### config.mk
export PLATFORM = sky130hd
export DESIGN_NAME = d_input_debouncer
export DESIGN_NICKNAME = d
export VERILOG_FILES = /design/src/rtl/d_input_debouncer.sv
export SDC_FILE = /design/constraint.sdc
export NUM_CORES = 1
export LEC_CHECK = 0
export CORE_UTILIZATION = 29
export CTS_CLUSTER_DIAMETER = 30
export DETAILED_ROUTE_END_ITERATION = 6
export GPL_TIMING_DRIVEN = 0
export PLACE_DENSITY = 0.54
export SLEW_MARGIN = 10
export SYNTH_ARGS = -nofsm -noshare
export SYNTH_HDL_FRONTEND = slang
export SYNTH_SLANG_ARGS = --single-unit
### constraint.sdc
create_clock -name clk -period 2.2 [get_ports clk]
set_input_delay 0.44 -clock clk [delete_from_list [all_inputs] [get_ports clk]]
set_output_delay 0.44 -clock clk [all_outputs]
set_load 0.02 [all_outputs]
### src/rtl/d_input_debouncer.sv
// ---------------------------------------------------------------------------
// d_input_debouncer
//
// Conditions an asynchronous, bouncy raw level (switch or pin) for the
// JK-based D flip-flop chain. raw_in passes through a two-flop synchroniser
// and then a four-state qualification FSM. A new level is accepted only after
// STABLE_CYCLES consecutive synchronised samples agree. The accepted level
// drives d_out, and the FSM emits one-cycle rise/fall strobes for downstream
// counters.
//
// Parameters
//   STABLE_CYCLES : consecutive synced samples needed to accept a level (>= 2)
//   CNT_W         : stability counter width (STABLE_CYCLES-1 must fit)
//
// Ports
//   clk        : rising-edge clock
//   reset      : asynchronous, active-low reset
//   raw_in     : asynchronous raw level, may bounce
//   d_out      : debounced level, registered
//   rise_pulse : one-cycle strobe after d_out goes 0->1
//   fall_pulse : one-cycle strobe after d_out goes 1->0
//   busy       : high while a candidate level change is being qualified
//
// Every output is driven directly by a flop. There is no combinational path
// from raw_in to any output.
// ---------------------------------------------------------------------------
module d_input_debouncer #(
  parameter int STABLE_CYCLES = 4,
  parameter int CNT_W         = 8
) (
  input  logic clk,
  input  logic reset,
  input  logic raw_in,
  output logic d_out,
  output logic rise_pulse,
  output logic fall_pulse,
  output logic busy
);

  typedef enum logic [1:0] {
    IDLE_LO = 2'b00,
    WAIT_HI = 2'b01,
    IDLE_HI = 2'b10,
    WAIT_LO = 2'b11
  } state_t;

  // The counter value on the sample that completes qualification.
  localparam logic [CNT_W-1:0] CNT_LAST = CNT_W'(STABLE_CYCLES - 1);
  localparam logic [CNT_W-1:0] CNT_ZERO = {CNT_W{1'b0}};
  localparam logic [CNT_W-1:0] CNT_ONE  = CNT_W'(1);

  logic             sync0_q;
  logic             sync1_q;
  state_t           state_q;
  logic [CNT_W-1:0] cnt_q;
  logic             d_out_q;
  logic             rise_q;
  logic             fall_q;
  logic             busy_q;

  // Two-flop synchroniser that brings raw_in into the clk domain.
  always_ff @(posedge clk or negedge reset) begin
    if (!reset) begin
      sync0_q <= 1'b0;
      sync1_q <= 1'b0;
    end else begin
      sync0_q <= raw_in;
      sync1_q <= sync0_q;
    end
  end

  // Qualification FSM. The state register, stability counter and all
  // registered outputs are updated here.
  always_ff @(posedge clk or negedge reset) begin
    if (!reset) begin
      state_q <= IDLE_LO;
      cnt_q   <= CNT_ZERO;
      d_out_q <= 1'b0;
      rise_q  <= 1'b0;
      fall_q  <= 1'b0;
      busy_q  <= 1'b0;
    end else begin
      // Strobes live for exactly one cycle. They are raised only by the
      // accepting branches below.
      rise_q <= 1'b0;
      fall_q <= 1'b0;
      case (state_q)
        IDLE_LO: begin
          if (sync1_q) begin
            state_q <= WAIT_HI;
            cnt_q   <= CNT_ONE;
            busy_q  <= 1'b1;
          end else begin
            state_q <= IDLE_LO;
            cnt_q   <= CNT_ZERO;
            busy_q  <= 1'b0;
          end
        end
        WAIT_HI: begin
          if (!sync1_q) begin
            // Bounce back to the old level: restart from scratch.
            state_q <= IDLE_LO;
            cnt_q   <= CNT_ZERO;
            busy_q  <= 1'b0;
          end else if (cnt_q == CNT_LAST) begin
            state_q <= IDLE_HI;
            cnt_q   <= CNT_ZERO;
            d_out_q <= 1'b1;
            rise_q  <= 1'b1;
            busy_q  <= 1'b0;
          end else begin
            state_q <= WAIT_HI;
            cnt_q   <= cnt_q + CNT_ONE;
            busy_q  <= 1'b1;
          end
        end
        IDLE_HI: begin
          if (!sync1_q) begin
            state_q <= WAIT_LO;
            cnt_q   <= CNT_ONE;
            busy_q  <= 1'b1;
          end else begin
            state_q <= IDLE_HI;
            cnt_q   <= CNT_ZERO;
            busy_q  <= 1'b0;
          end
        end
        WAIT_LO: begin
          if (sync1_q) begin
            state_q <= IDLE_HI;
            cnt_q   <= CNT_ZERO;
            busy_q  <= 1'b0;
          end else if (cnt_q == CNT_LAST) begin
            state_q <= IDLE_LO;
            cnt_q   <= CNT_ZERO;
            d_out_q <= 1'b0;
            fall_q  <= 1'b1;
            busy_q  <= 1'b0;
          end else begin
            state_q <= WAIT_LO;
            cnt_q   <= cnt_q + CNT_ONE;
            busy_q  <= 1'b1;
          end
        end
        default: begin
          // Recover from a corrupted state register. d_out holds its value.
          state_q <= IDLE_LO;
          cnt_q   <= CNT_ZERO;
          busy_q  <= 1'b0;
        end
      endcase
    end
  end

  assign d_out      = d_out_q;
  assign rise_pulse = rise_q;
  assign fall_pulse = fall_q;
  assign busy       = busy_q;

endmodule

==> reports/results.txt <==
Of all cell types, the one taking the most synthesized area is dfrtp_1. For the detailed-router iteration count before antenna repair, the log shows 4. Ranked by instance count, the synthesized netlist is headed by 15 x dfrtp_1, 5 x a21oi_1, 4 x nand2_1, 4 x o21ai_0. The mapped netlist covers 667 sq um. The run gives 375 sq um as the area taken by flip-flops and latches. TritonCTS built the clock tree. The weighted congestion reported at the end of routability-driven placement came out at 0.682. The switching part of the total is 0.328.

The worst min-delay path category is reg -> reg. The portion of the clock cycle consumed by the worst path in the final layout was 0.797; the pin count of the biggest net entering global routing was 16. In this run the critical register-to-register path is launched from cnt_q[0].

For the sequential fraction of design power, the log shows 0.513. For the worst setup path, the data arrival time is 1.31 ns. The tools report the number of cells produced by synthesis as 57.

In this run, post-CTS hold repair placed 0 buffers. Register area share after synthesis: 0.563. On the final layout, the worst clock skew is 0.00691 ns.

The initial antenna violation count came out at 0. The global-route wire length before repair is 2010 um, and the highest cell delay on the worst timing path is 0.62 ns. The endpoint required time on the critical path was 1.76 ns. The logs give 7 for the I/O pin count and 2500 sq um for the total die area. The initial cell density of the core was 0.323; the ratio of total power to cell area was 890 nW/um^2. The mean number of vias per cell works out to 5.04. Leading register cell type out of synthesis: dfrtp_1. Final-report max-slew violation count: 0. The die is 50.0 um tall. The maximum vdd ir drop is 643 uV, and the count of H-tree levels built during CTS is 1. For the number of antenna repair diodes, the log shows 0. The average detailed-routed wire length per instance is 11.8 um.

The tools report the combinational share of power as 0.261. Internal power comes to 471 uW. The worst setup path is launched from a flop.

For the pin with the worst max-slew slack, the measured transition is 0.672 ns. The clock passes through at most 2 buffers. The critical path goes through clkdlybuf4s50_1.

The fraction of post-synthesis cell area in the top cell type by area is 0.563. The post-synthesis share of cell area spent on and, or, nand and nor gates works out to 0.246. The logs give 570 MHz for the maximum clock frequency and 230 uW for the switching power.

For the core box area, the log shows 2060 sq um. The flow ran to the end, and the final reports show no timing, DRC or antenna violations. Summed over all cells, the static leakage comes to 0.000312 uW. The total negative slack for setup checks is 0 ns. The violation count after the first detailed-routing iteration is 5, and the chip width is 50.0 um. Across all layers, the routed design uses 474 vias. The post-synthesis async set-or-reset flop share is 1.00, and the number of distinct library cells after synthesis is 25. The multiplexer share of the synthesized area is 0. The worst hold path cell count is 0, and the clock net sink count is 15. The end point of the most critical hold path is sync1_q. Ratio of cells with drive above 1 in the final layout: 0.104. The filler cells instantiated in the layout total 200. The family with the most delay on the worst path is buffers and inverters.

The share of the synthesized netlist area taken by xor and xnor gates is 0.0525. The startpoint of the lowest-slack hold path was sync0_q. Yosys attributes the largest share of cell area to dfrtp_1 56%, a21oi_1 3.8%, nor3b_1 3.4%. The yosys synthesis warning count is 0, and the post-synthesis average cell area is 11.7 sq um. For the worst-skew pair, the clock arrives at the later sink with an insertion delay of 0.29 ns. Compared with the post-synthesis result, the final layout area differs by 18.2%. The residual overflow from global routing is 0, and the fraction of the mapped netlist area in adder cells is 0.0188. The largest individual stage delay along the critical path comes from the cell clkdlybuf4s50_1.

The count of nets left with antenna violations once routing finished came out at 0. Synthesis inferred 15 register bits. The complex-gate fraction of the synthesized area is 0.114. The number of flops mapped to enable cells by yosys was 0. The critical path is of the reg -> out type. For the finished layout, the period the worst path requires is 1.75 ns. The tools report the number of core rows as 16. Final hold analysis gives a worst-case slack of 0.356 ns.

The post-route DRC violation count was 0; the count of endpoints failing setup in the final report was 0. The count of buffer and inverter cells on the critical path works out to 1. Maximum fanout along the worst path: 5. The tools report the number of global-route vias before repair as 434.

The run gives 0 as the number of violations of the max-capacitance limit. Setup repair after global routing left no endpoint under its margin. The tools report the relative max-transition margin as 0.550. The kind of end point of the critical path was a primary output. The cell chosen for the clock root was clkbuf_4. Gates resized during post-CTS repair numbered 0. For the number of buffers added by the clock tree synthesis step, the log shows 3. The endpoint identified for the worst register-to-register timing path is d_out. The count of buffers from port buffering is 6. By area, the combinational part of the netlist is dominated by simple AND/OR/NAND/NOR gates. The logs give 0 for the number of hold-slack violations in the final timing report and 0 for the number of buffers added for setup after CTS. For this block, the routed nets add up to 1110 um of wire. In the final layout, the multi-input gates occupy 288 sq um.

Across all register-to-register paths, the minimum setup slack is 0.63 ns. The half-perimeter wire length after placement was 809 um; the overall track demand over capacity in global routing was 0.112. The clock edge transition at the registers on the reported setup and hold paths is 0.09 ns. The portion of total power attributed to the clock network was 0.226. The number of nets produced by synthesis was 61.

The most used standard cell by instance count after synthesis is dfrtp_1. Counting cells, the worst reg-to-reg path comes to 4. The net count of the finished layout is 72.
[kinds of logic (layout without fill, tap and decap cells)]
family          Yosys count  count (layout)
compound gates           13              13
xor+xnor                  4               4
fa+ha+maj                 1               1
buf+inv                   1              11
flops                    15              15
simple gates             23              23
[per-stage QoR]
stage / setup WS [ns] / instances / utilization / total power (uW) / area, sq um
floorplan: 0.793 / 57 / - / 488 / 667
global placement: 0.624 / 90 / 0.369 / 550 / 761
detailed placement: 0.621 / 90 / 0.369 / 552 / 761
CTS: 0.425 / 94 / 0.382 / 712 / 788
global route: 0.380 / 94 / 0.382 / 756 / 788
finish: 0.446 / 94 / 0.382 / 701 / 788
[metal layers]
layer / part of all wire / GRT usage
met5: 0 / 0
met4: 0.017 / 0.0571
met3: 0.047 / 0.0463
met2: 0.42 / 0.153
met1: 0.51 / 0.149
[cell type report]
type,instances,share of cell area
multi-input cells,41,0.365
flip-flops and latches,15,0.476
clock buffers,3,0.0286
clock inverters,1,0.00635
well taps,27,0.0429
inverters,1,0.00476
repair buffers,6,0.0762
[placed cells by master, fill, tap and decap left out]
master,instances
dfrtp_1,15
clkdlybuf4s50_1,6
a21oi_1,5
nand2_1,4
o21ai_0,4
nor3b_1,3
nand3_1,3
clkbuf_4,3
xnor2_1,2
xor2_1,2
nor2_1,2
or3_1,2
nor4_2,1
a21o_1,1
and2_1,1
nand2b_1,1
nor3_1,1
inv_1,1
or4_4,1
or4bb_1,1
nor4_4,1
nor4bb_1,1
o31ai_1,1
or4_1,1
a21boi_0,1
a211o_1,1
ha_1,1
clkinv_2,1
[how the worst max path moves through the flow]
stage / slack, ns / depth (start not counted) / to / start
after detailed placement: 0.62 / 4 / d_out / cnt_q[0]
after global placement: 0.62 / 4 / d_out / cnt_q[0]
after global routing: 0.38 / 1 / busy / state_q[0]
after CTS: 0.43 / 1 / busy / state_q[0]
final: 0.45 / 1 / busy / state_q[0]
after floorplan: 0.79 / 4 / state_q[1] / cnt_q[0]
[flip-flops by register name, indices dropped and copies added (netlist names)]
| signal | flops |
|---|---|
| sync1_q | 1 |
| cnt_q | 8 |
| rise_pulse | 1 |
| d_out | 1 |
| sync0_q | 1 |
| fall_pulse | 1 |
| state_q | 2 |
[power groups by stage]
stage / sequential, uW / combinational [uW] / clock [uW]
final: 360 / 183 / 159
after global routing: 368 / 208 / 180
after CTS: 360 / 186 / 166
after detailed placement: 367 / 185 / 0
after global placement: 367 / 182 / 0
after floorplan: 372 / 115 / 0
Power figures use the tool's default switching activity.
